### src/rtl/uart_pkg.sv
// Shared definitions for the FIFO-buffered UART peripheral: register map,
// STATUS/CTRL bit positions, FSM state types and the divisor floor.
package uart_pkg;

  localparam logic [1:0] ADDR_DATA   = 2'd0;
  localparam logic [1:0] ADDR_STATUS = 2'd1;
  localparam logic [1:0] ADDR_CTRL   = 2'd2;
  localparam logic [1:0] ADDR_DIV    = 2'd3;

  localparam int unsigned ST_TX_FULL   = 0;
  localparam int unsigned ST_TX_EMPTY  = 1;
  localparam int unsigned ST_RX_FULL   = 2;
  localparam int unsigned ST_RX_EMPTY  = 3;
  localparam int unsigned ST_TX_OVF    = 4;
  localparam int unsigned ST_RX_OVF    = 5;
  localparam int unsigned ST_FRAME_ERR = 6;
  localparam int unsigned ST_TX_BUSY   = 7;

  localparam int unsigned CTRL_RX_IE  = 0;
  localparam int unsigned CTRL_TX_IE  = 1;
  localparam int unsigned CTRL_ERR_IE = 2;

  localparam logic [15:0] DIV_MIN = 16'd4;

  typedef enum logic [1:0] {
    TX_IDLE,
    TX_START,
    TX_DATA,
    TX_STOP
  } tx_state_t;

  typedef enum logic [2:0] {
    RX_IDLE,
    RX_START,
    RX_DATA,
    RX_STOP,
    RX_WAIT
  } rx_state_t;

  function automatic logic [15:0] clamp_div(input logic [15:0] d);
    return (d < DIV_MIN) ? DIV_MIN : d;
  endfunction

endpackage

### src/rtl/uart_sync_fifo.sv
// Synchronous FIFO with wrap-bit pointers. A pop on empty is ignored; a push
// on full is accepted only when a pop frees a slot in the same cycle.
module uart_sync_fifo #(
  parameter int unsigned WIDTH = 8,
  parameter int unsigned DEPTH = 16
) (
  input  logic                     clk,
  input  logic                     rst,
  input  logic                     push,
  input  logic                     pop,
  input  logic [WIDTH-1:0]         wdata,
  output logic [WIDTH-1:0]         rdata,
  output logic                     full,
  output logic                     empty,
  output logic [$clog2(DEPTH):0]   count
);

  localparam int unsigned AW = $clog2(DEPTH);
  localparam logic [AW:0] PTR_ONE = 1;

  logic [WIDTH-1:0] mem [DEPTH];
  logic [AW:0]      wr_ptr;
  logic [AW:0]      rd_ptr;
  logic             do_push;
  logic             do_pop;

  assign empty   = (wr_ptr == rd_ptr);
  assign full    = (wr_ptr[AW] != rd_ptr[AW]) && (wr_ptr[AW-1:0] == rd_ptr[AW-1:0]);
  assign count   = wr_ptr - rd_ptr;
  assign do_pop  = pop && !empty;
  assign do_push = push && (!full || do_pop);
  assign rdata   = mem[rd_ptr[AW-1:0]];

  always_ff @(posedge clk or posedge rst) begin
    if (rst) begin
      wr_ptr <= '0;
      rd_ptr <= '0;
    end else begin
      if (do_push) wr_ptr <= wr_ptr + PTR_ONE;
      if (do_pop)  rd_ptr <= rd_ptr + PTR_ONE;
    end
  end

  always_ff @(posedge clk) begin
    if (do_push) mem[wr_ptr[AW-1:0]] <= wdata;
  end

endmodule

### src/rtl/uart_fifo_periph.sv
// Memory-mapped 8N1 UART with TX/RX FIFOs, runtime baud divisor, sticky
// error flags and a registered level interrupt.
module uart_fifo_periph
  import uart_pkg::*;
#(
  parameter int unsigned TX_DEPTH  = 16,
  parameter int unsigned RX_DEPTH  = 16,
  parameter int unsigned DIV_RESET = 104
) (
  input  logic        clk,
  input  logic        rst,
  input  logic        bus_sel,
  input  logic        bus_we,
  input  logic [1:0]  bus_addr,
  input  logic [31:0] bus_wdata,
  input  logic [3:0]  bus_wstrb,
  output logic [31:0] bus_rdata,
  output logic        bus_ready,
  input  logic        uart_rx,
  output logic        uart_tx,
  output logic        irq
);

  logic        access, status_wr;
  logic [2:0]  ctrl;
  logic [15:0] div, div_next;
  logic        tx_ovf, rx_ovf, frame_err;
  logic [7:0]  status;

  logic        tx_push, tx_pop, tx_full, tx_empty;
  logic [7:0]  tx_rdata;
  logic        rx_push, rx_pop, rx_full, rx_empty;
  logic [7:0]  rx_rdata;
  logic [$clog2(TX_DEPTH):0] unused_tx_count;
  logic [$clog2(RX_DEPTH):0] unused_rx_count;
  logic        unused_bus_bits;

  tx_state_t   tx_state;
  logic [15:0] tx_div, tx_cnt;
  logic [7:0]  tx_shift;
  logic [2:0]  tx_bit;
  logic        tx_bit_end;

  rx_state_t   rx_state;
  logic        rx_s1, rx_s2, rx_prev;
  logic [15:0] rx_div, rx_cnt;
  logic [7:0]  rx_shift;
  logic [2:0]  rx_bit;
  logic        rx_bit_end, rx_half_hit, rx_stop_sample;

  assign unused_bus_bits = ^{bus_wdata[31:16], bus_wstrb[3:2]};

  // Acceptance is blocked while bus_ready is high so a held select cannot repeat a side effect.
  assign access    = bus_sel && !bus_ready;
  assign tx_push   = access && bus_we && (bus_addr == ADDR_DATA) && bus_wstrb[0];
  assign rx_pop    = access && !bus_we && (bus_addr == ADDR_DATA);
  assign status_wr = access && bus_we && (bus_addr == ADDR_STATUS) && bus_wstrb[0];
  assign div_next  = {bus_wstrb[1] ? bus_wdata[15:8] : div[15:8],
                      bus_wstrb[0] ? bus_wdata[7:0]  : div[7:0]};

  uart_sync_fifo #(.WIDTH(8), .DEPTH(TX_DEPTH)) u_tx_fifo (
    .clk(clk), .rst(rst), .push(tx_push), .pop(tx_pop), .wdata(bus_wdata[7:0]),
    .rdata(tx_rdata), .full(tx_full), .empty(tx_empty), .count(unused_tx_count)
  );

  uart_sync_fifo #(.WIDTH(8), .DEPTH(RX_DEPTH)) u_rx_fifo (
    .clk(clk), .rst(rst), .push(rx_push), .pop(rx_pop), .wdata(rx_shift),
    .rdata(rx_rdata), .full(rx_full), .empty(rx_empty), .count(unused_rx_count)
  );

  always_comb begin
    status               = '0;
    status[ST_TX_FULL]   = tx_full;
    status[ST_TX_EMPTY]  = tx_empty;
    status[ST_RX_FULL]   = rx_full;
    status[ST_RX_EMPTY]  = rx_empty;
    status[ST_TX_OVF]    = tx_ovf;
    status[ST_RX_OVF]    = rx_ovf;
    status[ST_FRAME_ERR] = frame_err;
    status[ST_TX_BUSY]   = (tx_state != TX_IDLE) || !tx_empty;
  end

  always_ff @(posedge clk or posedge rst) begin
    if (rst) begin
      bus_ready <= 1'b0;
      bus_rdata <= '0;
      ctrl      <= '0;
      div       <= 16'(DIV_RESET);
    end else begin
      bus_ready <= access;
      if (access) begin
        bus_rdata <= '0;
        if (!bus_we) begin
          case (bus_addr)
            ADDR_DATA:   bus_rdata <= rx_empty ? 32'h8000_0000 : {24'b0, rx_rdata};
            ADDR_STATUS: bus_rdata <= {24'b0, status};
            ADDR_CTRL:   bus_rdata <= {29'b0, ctrl};
            default:     bus_rdata <= {16'b0, div};
          endcase
        end else if (bus_addr == ADDR_CTRL && bus_wstrb[0]) begin
          ctrl <= bus_wdata[2:0];
        end else if (bus_addr == ADDR_DIV && (|bus_wstrb[1:0])) begin
          div <= clamp_div(div_next);
        end
      end
    end
  end

  // Setting wins over a simultaneous write-one-to-clear.
  always_ff @(posedge clk or posedge rst) begin
    if (rst) begin
      tx_ovf    <= 1'b0;
      rx_ovf    <= 1'b0;
      frame_err <= 1'b0;
      irq       <= 1'b0;
    end else begin
      tx_ovf    <= (tx_push && tx_full && !tx_pop) ||
                   (tx_ovf && !(status_wr && bus_wdata[ST_TX_OVF]));
      rx_ovf    <= (rx_push && rx_full && !rx_pop) ||
                   (rx_ovf && !(status_wr && bus_wdata[ST_RX_OVF]));
      frame_err <= (rx_stop_sample && !rx_s2) ||
                   (frame_err && !(status_wr && bus_wdata[ST_FRAME_ERR]));
      irq       <= (ctrl[CTRL_RX_IE] && !rx_empty) ||
                   (ctrl[CTRL_TX_IE] && tx_empty) ||
                   (ctrl[CTRL_ERR_IE] && (tx_ovf || rx_ovf || frame_err));
    end
  end

  assign tx_bit_end = (tx_cnt == tx_div - 16'd1);
  assign tx_pop     = !tx_empty &&
                      ((tx_state == TX_IDLE) || (tx_state == TX_STOP && tx_bit_end));

  always_ff @(posedge clk or posedge rst) begin
    if (rst) begin
      tx_state <= TX_IDLE;
      uart_tx  <= 1'b1;
      tx_div   <= DIV_MIN;
      tx_cnt   <= '0;
      tx_shift <= '0;
      tx_bit   <= '0;
    end else begin
      tx_cnt <= tx_cnt + 16'd1;
      if (tx_pop) begin
        tx_state <= TX_START;
        uart_tx  <= 1'b0;
        tx_shift <= tx_rdata;
        tx_div   <= div;
        tx_cnt   <= '0;
      end else begin
        case (tx_state)
          TX_IDLE: tx_cnt <= '0;
          TX_START: if (tx_bit_end) begin
            tx_state <= TX_DATA;
            uart_tx  <= tx_shift[0];
            tx_bit   <= '0;
            tx_cnt   <= '0;
          end
          TX_DATA: if (tx_bit_end) begin
            tx_cnt <= '0;
            if (tx_bit == 3'd7) begin
              tx_state <= TX_STOP;
              uart_tx  <= 1'b1;
            end else begin
              tx_bit   <= tx_bit + 3'd1;
              tx_shift <= {1'b0, tx_shift[7:1]};
              uart_tx  <= tx_shift[1];
            end
          end
          TX_STOP: if (tx_bit_end) begin
            tx_state <= TX_IDLE;
            uart_tx  <= 1'b1;
            tx_cnt   <= '0;
          end
          default: tx_state <= TX_IDLE;
        endcase
      end
    end
  end

  always_ff @(posedge clk or posedge rst) begin
    if (rst) begin
      rx_s1   <= 1'b1;
      rx_s2   <= 1'b1;
      rx_prev <= 1'b1;
    end else begin
      rx_s1   <= uart_rx;
      rx_s2   <= rx_s1;
      rx_prev <= rx_s2;
    end
  end

  assign rx_bit_end     = (rx_cnt == rx_div - 16'd1);
  assign rx_half_hit    = (rx_cnt == (rx_div >> 1) - 16'd1);
  assign rx_stop_sample = (rx_state == RX_STOP) && rx_bit_end;
  assign rx_push        = rx_stop_sample && rx_s2;

  always_ff @(posedge clk or posedge rst) begin
    if (rst) begin
      rx_state <= RX_IDLE;
      rx_div   <= DIV_MIN;
      rx_cnt   <= '0;
      rx_shift <= '0;
      rx_bit   <= '0;
    end else begin
      rx_cnt <= rx_cnt + 16'd1;
      case (rx_state)
        RX_IDLE: begin
          rx_cnt <= '0;
          if (rx_prev && !rx_s2) begin
            rx_state <= RX_START;
            rx_div   <= div;
          end
        end
        RX_START: if (rx_half_hit) begin
          rx_state <= rx_s2 ? RX_IDLE : RX_DATA;
          rx_bit   <= '0;
          rx_cnt   <= '0;
        end
        RX_DATA: if (rx_bit_end) begin
          rx_shift <= {rx_s2, rx_shift[7:1]};
          rx_cnt   <= '0;
          if (rx_bit == 3'd7) rx_state <= RX_STOP;
          else                rx_bit   <= rx_bit + 3'd1;
        end
        RX_STOP: if (rx_bit_end) begin
          rx_state <= rx_s2 ? RX_IDLE : RX_WAIT;
          rx_cnt   <= '0;
        end
        RX_WAIT: begin
          rx_cnt <= '0;
          if (rx_s2) rx_state <= RX_IDLE;
        end
        default: rx_state <= RX_IDLE;
      endcase
    end
  end

endmodule
### config.mk
export PLATFORM = sky130hd
export DESIGN_NAME = uart_fifo_periph
export DESIGN_NICKNAME = d
export VERILOG_FILES = /design/src/rtl/uart_pkg.sv /design/src/rtl/uart_sync_fifo.sv /design/src/rtl/uart_fifo_periph.sv
export SDC_FILE = /design/constraint.sdc
export NUM_CORES = 1
export LEC_CHECK = 0
export CAP_MARGIN = 10
export CORE_MARGIN = 4
export CORE_UTILIZATION = 50
export CTS_BUF_LIST = sky130_fd_sc_hd__clkbuf_8 sky130_fd_sc_hd__clkbuf_16
export DETAILED_ROUTE_END_ITERATION = 16
export GPL_ROUTABILITY_DRIVEN = 0
export PLACE_DENSITY = 0.71
export SLEW_MARGIN = 20
export SYNTH_ARGS = -nofsm -noshare
export SYNTH_HDL_FRONTEND = slang
export SYNTH_SLANG_ARGS = --single-unit
export TNS_END_PERCENT = 100
### constraint.sdc
create_clock -name clk -period 6 [get_ports clk]
set_input_delay 1.8 -clock clk [delete_from_list [all_inputs] [get_ports clk]]
set_output_delay 1.8 -clock clk [all_outputs]
set_load 0.02 [all_outputs]
==> results by group, run 1 <==
Detailed routing
  – Drt first pass iters: 5
  – Residual DRC: 0
  – Via-per-instance ratio: 5.88
  – Antenna viol nets, final: 0
  – WL/cell: 21.1 um
  – Starting DRC count in detailed routing: 785
  – Vias: 11,000
  – Routed Wire Length: 39.4 mm

Place
  – Pre-CTS setup slack: 921 ps
  – IO Port Bufs: 44
  – Dpl hpwl: 26.0 mm

Global routing
  – Initial antenna violation count: 3
  – Vias in the first global route: 11,100
  – Grt total ovfl: 0
  – GR Util All Layers: 0.196
  – Pin count of the biggest net entering global routing: 94
  – Global-route wire length before repair: 62.7 mm

Logic synthesis
  – Synth Warn #: 0
  – Mapped Avg Cell Area: 14.1 um2
  – Yosys cell types: 77
  – Mapped Area: 18,700 um2
  – Synth async-reset ratio: 0.379
  – Post-Synthesis Cells: 1,329
  – Main synth FF type: edfxtp_1
  – Post-synthesis sequential area ratio: 0.620
  – Post-synth EDFFs: 256
  – Synthesized flop and latch total: 412

Worst hold path
  – HP Class: reg2reg
  – Hold Path Sink: rx_s2
  – Hold path cells: 0
  – Hold Startpoint: rx_s1

Layout
  – Most frequent cells in the layout: edfxtp_1 (256), dfrtp_1 (145), nand2_1 (107)
  – Fillcell total: 2,920
  – Antenna Cells: 0
  – Area of the multi-input gates: 6620 um2
  – Fin nets: 1,430
  – Synth-to-Final Area Change: 11.7%
  – Ratio of cells with drive above 1 in the final layout: 0.172
  – Final Core Density: 0.568
  – Most common cell after layout, fill and taps aside: edfxtp_1
  – Register area: 11,600 um2

Timing
  – Fin Setup TNS: 0 ps
  – Maximum clock rate: 217 MHz
  – Slew headroom: 0.335
  – Fin worst setup slack: 1390 ps
  – Minimum clock period: 4610 ps
  – RSZ-0062 raised after global routing: no
  – Final setup fails: 0
  – Fin crit share: 0.769
  – Skew final: 21.1 ps
  – Hold Fails Final Rpt: 0
  – Final slew viol count: 0
  – Worst-Margin Slew: 988 ps

Setup path
  – Worst r2r dst: u_rx_fifo.mem[9][0]
  – Startpoint class of the critical path: flip-flop
  – Signal arrival time at the worst endpoint: 4810 ps
  – Worst setup startpoint: rx_div[1]
  – Worst setup path category: reg2reg
  – Reg2reg start: rx_div[1]
  – Worst r2r path cells: 11
  – Critical path peak fanout: 9
  – R2R setup slack: 1390 ps
  – CP Data Required Time: 6200 ps
  – CP Capture Type: flip-flop

Floorplanning
  – Total die area: 40,600 um2
  – Die X: 201 um
  – Core Box Area: 36,800 um2
  – Row count: 70
  – Initial core utilization: 0.509
  – Ports: 78
  – Die H: 201 um

Power
  – Worst-case vdd ir drop: 0.239 mV
  – Total Power: 9010 uW
  – Leak pwr: 0.00775 uW
  – Pwr/cell area: 431 nW/um2

Status
  – Outcome: finished, final reports clean

Clock tree
  – Clk slew on worst S/H paths: 60 ps
  – Max H-tree Level: 2
  – Clock buffer depth: 3
  – CTS buffer count: 44
  – Clk root buf: clkbuf_16
  – # hold bufs at CTS: 0
  – Setup bufs post-CTS: 0
  – # clock sinks: 412
  – Worst skew pair latency: 590 ps
  – Post-CTS sizing: 0
  – TritonCTS clock tree: built

Run
  – Max-cap viol count: 0
==> kinds of logic after synthesis <==
family,share of synthesized area
XOR/XNOR,0.0510
flip-flops,0.620
other,0.000200
AND/OR/NAND/NOR,0.103
AO/OA/AOI/OAI,0.0498
adder cells (fa/ha/maj),0.0154
multiplexers,0.132
buffers and inverters,0.0291
==> critical path: stages, from the launching register on <==
cell,delay [ps]
dfrtp_1,450
inv_1,190
ha_1,270
or4b_1,650
nor4_2,470
mux2i_1,270
o31ai_2,140
a2111oi_4,330
buf_4,210
nor3b_4,430
nand2_1,220
nor2_1,610
==> worst max path at each step <==
stage / endpoint / cells past startpoint
finish: u_rx_fifo.mem[9][0] / 11
global route: u_rx_fifo.mem[14][1] / 11
CTS: u_rx_fifo.mem[9][0] / 11
detailed placement: u_rx_fifo.mem[6][3] / 9
global placement: u_rx_fifo.mem[9][4] / 9
floorplan: bus_rdata[0] / 1
==> synthesized netlist by cell type (4+ instances only) <==
| cell type | n | share of area |
|---|---|---|
| or4_1 | 8 | 0.0032 |
| buf_4 | 15 | 0.0060 |
| dfstp_2 | 9 | 0.013 |
| a21oi_1 | 32 | 0.0086 |
| dfrtp_1 | 147 | 0.20 |
| xor2_1 | 33 | 0.015 |
| buf_1 | 13 | 0.0026 |
| o31ai_1 | 4 | 0.0016 |
| mux4_2 | 80 | 0.096 |
| nor2_1 | 103 | 0.021 |
| a22oi_1 | 6 | 0.0024 |
| o21ai_0 | 30 | 0.0080 |
| buf_2 | 8 | 0.0021 |
| o211ai_1 | 4 | 0.0016 |
| and2_1 | 5 | 0.0017 |
| ha_1 | 23 | 0.015 |
| mux2i_1 | 15 | 0.0080 |
| nor3b_1 | 6 | 0.0024 |
| a22o_1 | 13 | 0.0061 |
| nor4b_1 | 7 | 0.0033 |
| edfxtp_1 | 256 | 0.41 |
| nor2b_1 | 5 | 0.0017 |
| clkbuf_1 | 51 | 0.010 |
| or3_1 | 11 | 0.0037 |
| nand2_1 | 107 | 0.021 |
| nor3_1 | 30 | 0.0080 |
| nor4_1 | 18 | 0.0060 |
| nand2b_1 | 7 | 0.0023 |
| nand4_1 | 19 | 0.0064 |
| mux2_2 | 46 | 0.028 |
| and3_1 | 12 | 0.0040 |
| a21o_1 | 4 | 0.0016 |
| nand3_1 | 28 | 0.0075 |
| xnor2_1 | 76 | 0.036 |
| inv_1 | 33 | 0.0066 |
| a31oi_1 | 6 | 0.0020 |
==> state kept, by name, indices dropped and copies added, names as in the netlist, 5 cells and up <==
| name | count |
|---|---|
| u_rx_fifo.wr_ptr | 5 |
| u_tx_fifo.wr_ptr | 5 |
| u_tx_fifo.mem | 128 |
| div | 16 |
| u_rx_fifo.rd_ptr | 5 |
| tx_shift | 8 |
| rx_cnt | 16 |
| rx_shift | 8 |
| rx_div | 16 |
| u_rx_fifo.mem | 128 |
| tx_cnt | 16 |
| bus_rdata | 17 |
| u_tx_fifo.rd_ptr | 5 |
| tx_div | 16 |
==> power by group <==
| group | internal (uW) | switching (uW) | total (uW) |
|---|---|---|---|
| sequential | 3280 | 457 | 3740 |
| clock | 1410 | 1120 | 2530 |
| combinational | 1280 | 1460 | 2740 |
==> final cells by class <==
| cell class | count | area share |
|---|---|---|
| well taps | 468 | 0.0280 |
| clock buffers | 49 | 0.0559 |
| multi-input cells | 808 | 0.317 |
| flip-flops and latches | 412 | 0.555 |
| repair buffers | 65 | 0.0292 |
| clock inverters | 32 | 0.00903 |
| inverters | 33 | 0.00616 |
==> metal layers <==
| metal | vias to the layer above | global-route usage | wire (um) |
|---|---|---|---|
| met5 | - | 0 | 31 |
| met4 | 6 | 0.0459 | 679 |
| met3 | 59 | 0.0417 | 2490 |
| met2 | 297 | 0.320 | 19500 |
| met1 | 5589 | 0.273 | 16700 |
| li1 | 5018 | - | - |
==> stage by stage <==
stage / hold slack (ps) / instance area, um2 / std cells
2_1_floorplan: 345 / 18800 / 1343
3_3_place_gp: 348 / 19600 / 1786
3_5_place_dp: 352 / 19600 / 1786
4_1_cts: 360 / 20900 / 1867
5_1_grt: 364 / 20900 / 1867
6_report: 358 / 20900 / 1867
No activity file was read; power rests on OpenSTA's default activity.
==> run 2: changes to the inputs <==
==> constraint.sdc (replaced) <==
create_clock -name clk -period 4.1 [get_ports clk]
set_input_delay 1.23 -clock clk [delete_from_list [all_inputs] [get_ports clk]]
set_output_delay 1.23 -clock clk [all_outputs]
set_load 0.02 [all_outputs]
==> run 2 against run 1 <==
  * Largest power group unchanged
  * Sequential power rose by 45%
  * Die area unchanged
  * Combinational power grew 55%
  * Critical endpoint is now u_rx_fifo.mem[0][4]
  * Worst setup slack worse by 1100 ps
  * Total power is 48% higher
  * Highest routed layer is now met4
==> results by group, run 2 (synthesis gave the netlist of run 1 again) <==
Layout
  – Most common cell after layout, fill and taps aside: edfxtp_1 (unchanged)
  – Antenna Cells: 0 (unchanged)
  – Most frequent cells in the layout: edfxtp_1 (256), dfrtp_1 (145), nand2_1 (107) (unchanged)
  – Fin nets: 1,480 (was 1,430)
  – Ratio of cells with drive above 1 in the final layout: 0.196 (was 0.172)
  – Final Non-Filler Cells: 1,914 (was 1,867)
  – Synth-to-Final Area Change: 14.0% (was 11.7%)
  – Final Core Density: 0.580 (was 0.568)
  – Finished Cell Area: 21,300 um2 (was 20,900 um2)

Power
  – Sw Share: 0.335 (was 0.337)
  – Leak pwr: 0.00798 uW (was 0.00775 uW)
  – Pwr/cell area: 625 nW/um2 (was 431 nW/um2)
  – Combinational power share: 0.319 (was 0.304)
  – Worst-case vdd ir drop: 0.323 mV (was 0.239 mV)
  – P_int: 8860 uW (was 5970 uW)
  – Net Sw Power: 4470 uW (was 3030 uW)
  – Flop pwr share: 0.408 (was 0.415)
  – Clock power frac: 0.273 (was 0.281)

Clock tree
  – Max H-tree Level: 2 (unchanged)
  – TritonCTS clock tree: built (unchanged)
  – Worst skew pair latency: 570 ps (was 590 ps)
  – Clk root buf: clkbuf_16 (unchanged)
  – Clock buffer depth: 3 (unchanged)
  – # clock sinks: 412 (unchanged)
  – CTS buffer count: 42 (was 44)
  – Clk slew on worst S/H paths: 60 ps (about the same)
  – # hold bufs at CTS: 0 (unchanged)

Place
  – Dpl hpwl: 27.0 mm (was 26.0 mm)
  – IO Port Bufs: 44 (unchanged)
  – Pre-CTS setup slack: 184 ps (was 921 ps)
  – Post-DP Area: 20,000 um2 (was 19,600 um2)
  – Placed insts: 1,837 (was 1,786)

Worst hold path
  – HP Class: reg2reg (unchanged)

Setup path
  – CP Data Required Time: 4350 ps (was 6200 ps)
  – Critical Path Slowest Stage Cell: or4_1 (was or4b_1)
  – Critical Path Sink: u_rx_fifo.mem[0][4] (was u_rx_fifo.mem[9][0])
  – Worst setup startpoint: rx_div[1] (unchanged)
  – Reg2reg start: rx_div[1] (unchanged)
  – Worst r2r path cells: 12 (was 11)
  – CP Cell Sequence: inv_1, ha_1, or3b_4, or4_1, a2111oi_4, o21ai_1, a2111oi_4, nor3b_4, buf_12, nand2_1, nor3_1, buf_4 (was inv_1, ha_1, or4b_1, nor4_2, mux2i_1, o31ai_2, a2111oi_4, buf_4, nor3b_4, nand2_1, nor2_1)
  – Worst setup path category: reg2reg (unchanged)
  – Most frequent cell on the critical path: a2111oi_4
  – R2R setup slack: 250 ps (was 1390 ps)
  – Critical path peak fanout: 8 (was 9)
  – Startpoint class of the critical path: flip-flop (unchanged)
  – CP peak stage delay: 540 ps (was 650 ps)
  – Worst r2r dst: u_rx_fifo.mem[0][4] (was u_rx_fifo.mem[9][0])
  – Signal arrival time at the worst endpoint: 4100 ps (was 4810 ps)
  – CP Capture Type: flip-flop (unchanged)

Status
  – Outcome: finished, final reports clean (unchanged)

Detailed routing
  – Antenna viol nets, final: 0 (unchanged)
  – Via-per-instance ratio: 5.85 (was 5.88)
  – Starting DRC count in detailed routing: 807 (was 785)
  – Residual DRC: 0 (unchanged)
  – WL/cell: 21.1 um (about the same)
  – Drt first pass iters: 5 (unchanged)
  – Vias: 11,200 (was 11,000)
  – Routed Wire Length: 40.4 mm (was 39.4 mm)

Global routing
  – Vias in the first global route: 11,200 (was 11,100)
  – Pin count of the biggest net entering global routing: 66 (was 94)
  – Grt total ovfl: 0 (unchanged)
  – Global-route wire length before repair: 64.6 mm (was 62.7 mm)
  – Initial antenna violation count: 0 (was 3)
  – GR Util All Layers: 0.200 (was 0.196)

Timing
  – Fin Setup TNS: 0 ps (unchanged)
  – Hold Fails Final Rpt: 0 (unchanged)
  – RSZ-0062 raised after global routing: no (unchanged)
  – Worst-Margin Slew: 934 ps (was 988 ps)
  – Skew final: 21.5 ps (was 21.1 ps)
  – Final setup fails: 0 (unchanged)
  – Final slew viol count: 0 (unchanged)
  – Fin crit share: 0.938 (was 0.769)
  – Fin worst setup slack: 253 ps (was 1390 ps)
  – Maximum clock rate: 260 MHz (was 217 MHz)
  – Minimum clock period: 3850 ps (was 4610 ps)
  – Slew headroom: 0.378 (was 0.335)

Run
  – Max-cap viol count: 0 (unchanged)

Floorplanning
  – Die H: 201 um (unchanged)
  – Core Box Area: 36,800 um2 (unchanged)
  – Initial core utilization: 0.509 (unchanged)
  – Ports: 78 (unchanged)
  – Die X: 201 um (unchanged)
  – Total die area: 40,600 um2 (unchanged)
  – Row count: 70 (unchanged)
-- run 2: changes by cell type in the layout (fill, tap and decap cells not counted), sizes merged --
cell	previous run	this run
buf	21	73
bufinv	0	2
clkbuf	49	43
clkinv	15	10
clkinvlp	2	6
-- run 2: what timing repair did --
| item | 4_1_cts | 5_1_grt |
|---|---|---|
| setup endpoints to repair | 0 | 230 |
| setup buffers | 0 | 1 |
| resized for setup | 0 | 5 |
-- run 2: stage by stage --
step	hold slack (ps)	power, uW
after floorplan	345	8540
after global placement	347	9630
after detailed placement	347	9730
after CTS	364	13400
after global routing	379	14100
final	371	13300
-- run 2: routing by layer --
metal,wire (um),track usage,part of all wire,vias up
li1,-,-,-,5099
met1,17600,0.290,0.44,5713
met2,19600,0.322,0.48,322
met3,2370,0.0322,0.059,68
met4,862,0.0503,0.021,0
met5,0,0,0,-
-- run 2: area by class of cell --
| class | instances | area [um2] |
|---|---|---|
| clock buffer | 43 | 1060 |
| clock inverter | 33 | 255 |
| fill | 2821 | 15400 |
| inverter | 33 | 128 |
| multi-input combinational | 808 | 6650 |
| sequential | 412 | 11600 |
| tap | 468 | 586 |
| timing repair buffer | 117 | 1050 |
-- run 2: power by group through the flow --
stage | registers [uW] | clock network [uW] | logic [uW]
floorplan | 5150 | 0 | 3390
global placement | 5510 | 0 | 4120
detailed placement | 5530 | 0 | 4200
CTS | 5450 | 3710 | 4230
global route | 5520 | 3910 | 4660
finish | 5440 | 3640 | 4250
-- run 2: worst min-delay path by stage --
stage | from | end | slack (ps) | cells after the start
floorplan | rx_s1 | rx_s2 | 350 | 0
global placement | rx_s1 | rx_s2 | 350 | 0
detailed placement | rx_s1 | rx_s2 | 350 | 0
CTS | rx_s1 | rx_s2 | 360 | 0
global route | rx_s1 | rx_s2 | 380 | 0
finish | rx_s1 | rx_s2 | 370 | 0
-- run 2: worst max-delay path, delay by kind of cell, from the launching register on --
family / cells / cell delay, ps
adder cells (fa/ha/maj): 1 / 240
buffers and inverters: 3 / 450
AO/OA/AOI/OAI: 3 / 910
flip-flops: 1 / 370
AND/OR/NAND/NOR: 5 / 1570
==> run 3: changes to the inputs <==
--- a/config.mk
+++ b/config.mk
@@ -11,6 +11,7 @@
 export CTS_BUF_LIST = sky130_fd_sc_hd__clkbuf_8 sky130_fd_sc_hd__clkbuf_16
 export DETAILED_ROUTE_END_ITERATION = 16
 export GPL_ROUTABILITY_DRIVEN = 0
+export HOLD_SLACK_MARGIN = 0.06
 export PLACE_DENSITY = 0.71
 export SLEW_MARGIN = 20
 export SYNTH_ARGS = -nofsm -noshare
==> results of run 3 <==
Final layout, timing and power as in run 2 (identical DEF).
